`config.mk`:
```
export PLATFORM = sky130hd
export DESIGN_NAME = instr_aligner
export DESIGN_NICKNAME = d
export VERILOG_FILES = /design/src/rtl/instr_aligner.sv
export SDC_FILE = /design/constraint.sdc
export NUM_CORES = 1
export LEC_CHECK = 0
export ABC_CLOCK_PERIOD_IN_PS = 4290
export CAP_MARGIN = 5
export CORE_MARGIN = 1
export CORE_UTILIZATION = 52
export CTS_CLUSTER_SIZE = 24
export DETAILED_ROUTE_END_ITERATION = 8
export GPL_ROUTABILITY_DRIVEN = 0
export PLACE_DENSITY = 0.8
export SLEW_MARGIN = 20
export SYNTH_ARGS = -nofsm -noshare
export SYNTH_HDL_FRONTEND = slang
export SYNTH_SLANG_ARGS = --single-unit
```
`constraint.sdc`:
```
create_clock -name clk -period 4.29 [get_ports clk]
set_input_delay 0.6435 -clock clk [delete_from_list [all_inputs] [get_ports clk]]
set_output_delay 0.6435 -clock clk [all_outputs]
set_load 0.005 [all_outputs]
```
`src/rtl/instr_aligner.sv`:
```
// ---------------------------------------------------------------------------
// instr_aligner
// Front-end instruction aligner. Buffers sequential word-aligned 32-bit fetch
// words as halfwords. Emits one aligned instruction per handshake: a 16-bit
// RVC instruction zero-extended, or a 32-bit instruction that may straddle a
// fetch-word boundary. Tracks the PC of the instruction at the buffer head.
//
// Ports
//   clk, rst          : clock, asynchronous active-high reset
//   fetch_valid/ready : fetch word handshake
//   fetch_data        : next sequential word, little-endian halfwords
//   fetch_err         : access fault attached to the fetch word
//   instr_valid/ready : decode handshake
//   instr             : aligned instruction (RVC zero-extended in [31:16])
//   instr_pc          : byte address of instr
//   instr_is_rvc      : instr[1:0] != 2'b11
//   instr_fetch_err   : a halfword forming instr carried a fetch fault
//   flush, flush_pc   : redirect; discards all buffered state
// ---------------------------------------------------------------------------
module instr_aligner #(
   parameter logic [31:0] RESET_PC = 32'h0000_0000
) (
   input  logic        clk,
   input  logic        rst,
   input  logic        fetch_valid,
   output logic        fetch_ready,
   input  logic [31:0] fetch_data,
   input  logic        fetch_err,
   output logic        instr_valid,
   input  logic        instr_ready,
   output logic [31:0] instr,
   output logic [31:0] instr_pc,
   output logic        instr_is_rvc,
   output logic        instr_fetch_err,
   input  logic        flush,
   input  logic [31:0] flush_pc
);

   // hw[0] is the buffer head; slots at or above count are always kept zero
   logic [3:0][15:0] r_hw;
   logic [3:0][15:0] w_hw_n;
   logic [3:0]       r_err;
   logic [3:0]       w_err_n;
   logic [2:0]       r_count;
   logic [2:0]       w_count_n;
   logic [31:0]      r_pc;
   logic [31:0]      w_pc_n;
   logic             r_skip;
   logic             w_skip_n;

   logic             w_rvc;
   logic             w_pop1;
   logic             w_consume;
   logic             w_push;
   logic [1:0]       w_pop;
   logic [2:0]       w_count_ac;
   logic [1:0]       w_slot;
   logic             w_unused_pc_lsb;

   assign w_unused_pc_lsb = flush_pc[0];

   assign w_rvc = (r_hw[0][1:0] != 2'b11);

   // A faulting head halfword with nothing behind it is emitted on its own
   // so a fault never stalls waiting for a second halfword.
   assign instr_valid = ((r_count != 3'd0) && (w_rvc || r_err[0])) ||
                        (r_count >= 3'd2);

   assign instr           = w_rvc ? {16'h0000, r_hw[0]} : {r_hw[1], r_hw[0]};
   assign instr_pc        = r_pc;
   assign instr_is_rvc    = w_rvc;
   assign instr_fetch_err = w_rvc ? r_err[0] : (r_err[0] | r_err[1]);

   // Whenever valid with count==1 the head is either RVC or a lone fault.
   assign w_pop1     = w_rvc || (r_count == 3'd1);
   assign w_consume  = instr_valid && instr_ready;
   assign w_pop      = !w_consume ? 2'd0 : (w_pop1 ? 2'd1 : 2'd2);
   assign w_count_ac = r_count - {1'b0, w_pop};

   assign fetch_ready = !flush && (w_count_ac <= 3'd2);
   assign w_push      = fetch_valid && fetch_ready;
   assign w_slot      = w_count_ac[1:0];

   always_comb begin
      // Pop first (shift down, zero fill), then the push lands after the shift.
      w_hw_n    = r_hw >> {w_pop, 4'b0000};
      w_err_n   = r_err >> w_pop;
      w_count_n = w_count_ac;
      // pc follows the halfwords actually popped so it always names hw[0]
      w_pc_n    = r_pc + {29'd0, w_pop, 1'b0};
      w_skip_n  = r_skip;

      if (w_push) begin
         if (r_skip) begin
            w_hw_n[w_slot]  = fetch_data[31:16];
            w_err_n[w_slot] = fetch_err;
            w_count_n       = w_count_ac + 3'd1;
         end else begin
            w_hw_n[w_slot]          = fetch_data[15:0];
            w_hw_n[w_slot + 2'd1]   = fetch_data[31:16];
            w_err_n[w_slot]         = fetch_err;
            w_err_n[w_slot + 2'd1]  = fetch_err;
            w_count_n               = w_count_ac + 3'd2;
         end
         w_skip_n = 1'b0;
      end

      if (flush) begin
         w_hw_n    = '0;
         w_err_n   = '0;
         w_count_n = '0;
         w_pc_n    = {flush_pc[31:1], 1'b0};
         w_skip_n  = flush_pc[1];
      end
   end

   always_ff @(posedge clk or posedge rst) begin
      if (rst) begin
         r_hw    <= '0;
         r_err   <= '0;
         r_count <= '0;
         r_pc    <= RESET_PC;
         r_skip  <= RESET_PC[1];
      end else begin
         r_hw    <= w_hw_n;
         r_err   <= w_err_n;
         r_count <= w_count_n;
         r_pc    <= w_pc_n;
         r_skip  <= w_skip_n;
      end
   end

endmodule

```
==> flow_summary.ini <==
[run_status]
outcome = complete, no violations

[global_routing]
grt_pass1_wl_um = 34200
grt_max_degree = 88
antenna_found_initial = 0
grt-ovfl-total = 0
grt_pass1_vias = 6395
grt_usage_pct = 30.7

[place]
io_buffers = 135
dpl.hpwl_um = 13800
dp_cells = 1082

[logic_synthesis]
netlist_instances = 841
seq_area_frac_synth_pct = 36.3
synth_top_cell_by_area = dfrtp_1
async_flop_share_pct = 100
yosysTopAreaCellShare_pct = 36.3
synth_nets = 921
synth.most_common_cell = o21ai_0
synthDistinctLibCells = 57
netlist_top_cells_count = o21ai_0 (130), dfrtp_1 (103), nand2_1 (103)
synth_edf_count = 0
yosys_register_bits = 103
synth_warnings = 0
syn_avg_cell_area_um2 = 8.44
netlist_top_cells_area = dfrtp_1 (36%), o21ai_0 (9.2%), a221oi_1 (5.7%)
syn_area_um2 = 7100
synth-main-ff-cell = dfrtp_1

[min_path]
worstHoldPathCells = 2
whs_endpoint = r_hw[60]
hold_path_class = reg2reg
min-delay-start = r_hw[60]

[layout]
fin_nets = 999
layout-drive-gt1-share_pct = 7.47
n_fill_cell = 1131
final_util_pct = 65.8
area_growth_pct = 23.2
antennaDiodeCount = 0
final_cells = 1100

[sta]
max_slew_margin_pct = 37.9
fmax_mhz = 245
hold_viol_final = 0
fin_crit_ns = 4.08
finalMaxSlewViolations = 0
final-setup-viol-count = 0
setup_tns_ns = 0
worst-slew-pin-transition_ns = 0.927
min_period_over_period_pct = 95.1
fin_skew_ns = 0.00738
holdWs_ns = 0.568

[routing]
drtIter0Drc = 889
vias = 6950
first_pass_iters = 5
vias_per_cell = 6.32
drc_errors = 0
wl_um = 21000
wire_per_inst_um = 19.1
ant_nets = 0

[floorplan]
core_um2 = 13300
std_cell_rows = 42
initial_utilization_pct = 53.4
ioPinCount = 138
die_x_um = 119
die-height_um = 119
die_area_um2 = 14100

[setup_path]
path_max_fanout = 6
cp.arrival_ns = 3.43
cp.required_ns = 3.65
startpoint_type = input port
cp-end-kind = output port
crit_family = buffers and inverters
crit_type = in2out
worstReg2RegEnd = r_hw[2]
cpPeakStageDelay_ns = 0.55
crit_buf_inv = 4
crit_path_top_delay_cell = clkdlybuf4s50_1
reg2reg_depth = 12
regToRegSetupSlack_ns = 0.55
r2r-start = r_count[2]
path_cells = clkdlybuf4s50_1 -> o31a_1 -> o21a_1 -> ha_1 -> inv_1 -> fa_1 -> xnor2_4 -> inv_1 -> ha_1 -> a21oi_1 -> nor2_1 -> clkdlybuf4s50_1

[pwr]
power.total_mw = 5.15
p_int_mw = 2.81
p_per_area_nw_per_um2 = 589
p_sw_mw = 2.34
clkPwrFrac_pct = 16.4
p_sw_share_pct = 45.5
comb_power_share_pct = 55.4
power_leakage_nw = 3.39
vdd_drop_max_mv = 0.306
power.share.sequential_pct = 28.2

[job]
drv_cap = 0

[clock_tree]
numCtsBuffers = 9
htreeDepth = 3
tritoncts = done
clkLatencyLatePin_ns = 0.36
cts.path.max_buffers = 2
clk_pin_slew_ns = 0.07
cts_sinks = 103
cts_root_buf = clkbuf_16
## cell type report
cell class                      instances  area [um^2]  share of cell area, %
Sequential cell                       103         2580                   29.5
Multi-Input combinational cell        628         4020                   46.0
Tap cell                              176          220                   2.52
Inverter                               15         61.3                  0.701
Clock inverter                          5         56.3                  0.644
Clock buffer                           11          243                   2.78
Timing Repair Buffer                  162         1560                   17.9
## cell usage in the layout (no fill, tap or decap), types with 3 or more instances in the layout
cell,n
o21a_1,3
and3_1,20
nor3_1,24
a221oi_2,18
a22o_1,44
nand4_1,10
or2b_1,4
buf_4,27
xor2_1,18
a22oi_1,16
o21ai_0,130
or3_1,3
a221oi_1,46
nand3_1,11
dfrtp_1,103
nor3b_1,3
o22ai_1,16
and2_1,4
a21oi_1,39
clkdlybuf4s50_1,134
inv_1,12
ha_1,8
nand2b_1,34
a31oi_1,3
nand2_1,103
xnor2_1,10
and4_1,4
clkbuf_16,9
nor2_1,25
## logic make-up after synthesis
family,count (synthesis),share of synthesized area (%)
DFF,103,36.3
muxes,1,0.141
and+or+nand+nor,255,17.8
adders and majority gates,10,1.98
buffers and inverters,110,7.46
xor gates and xnor gates,29,3.69
other,1,0.0528
AOI/OAI and AO/OA,332,32.5
## per-layer routing
layer	global-route usage, %	wire length (um)	vias up
li1	-	-	3272
met1	42.7	9030	3253
met2	46.9	9450	382
met3	5.84	1990	43
met4	12.4	544	0
met5	0	0	-
## registers in the layout, indices dropped and copies added, names as in the netlist
name      count
instr_pc     31
r_skip        1
r_err         4
r_hw         64
r_count       3
## stage by stage
| stage | area (um^2) | worst slack [ns] |
|---|---|---|
| final | 8740 | 0.212 |
| after global routing | 8740 | -0.0107 |
| after CTS | 8720 | 0.145 |
| after detailed placement | 8420 | -0.00195 |
| after global placement | 8420 | 0.0985 |
| after floorplan | 7100 | 0.602 |
## power groups by stage
stage | registers (mW) | clock network [mW] | logic (mW)
after global routing | 1.48 | 0.893 | 3.10
after detailed placement | 1.46 | 0 | 2.75
after floorplan | 1.37 | 0 | 1.95
after CTS | 1.44 | 0.855 | 2.76
after global placement | 1.46 | 0 | 2.72
final | 1.45 | 0.845 | 2.85
## worst max path at each step
stage,startpoint,to,slack [ns],cells after the start
floorplan,instr_ready,r_hw[22],0.60,15
global placement,instr_ready,r_hw[5],0.1,13
detailed placement,instr_ready,r_hw[2],-0.002,13
CTS,instr_ready,fetch_ready,0.15,12
global route,instr_ready,fetch_ready,-0.01,12
finish,instr_ready,fetch_ready,0.21,12
## timing repair
action / 4_1_cts / 5_1_grt
gates resized for setup: 0 / 1
setup endpoints to repair: 0 / 1
hold buffers: 0 / 0
buffers inserted: 0 / 2
## worst register-to-register path, cell delays in order (launching register included)
cell,delay [ns]
dfrtp_1,0.51
nor3b_1,0.32
o21a_1,0.18
ha_1,0.14
inv_1,0.05
fa_1,0.45
xnor2_4,0.20
inv_1,0.12
ha_1,0.19
nand2_1,0.13
o21a_4,0.19
or3_1,0.72
a221oi_1,0.42
(Power assumes the default switching activity.)
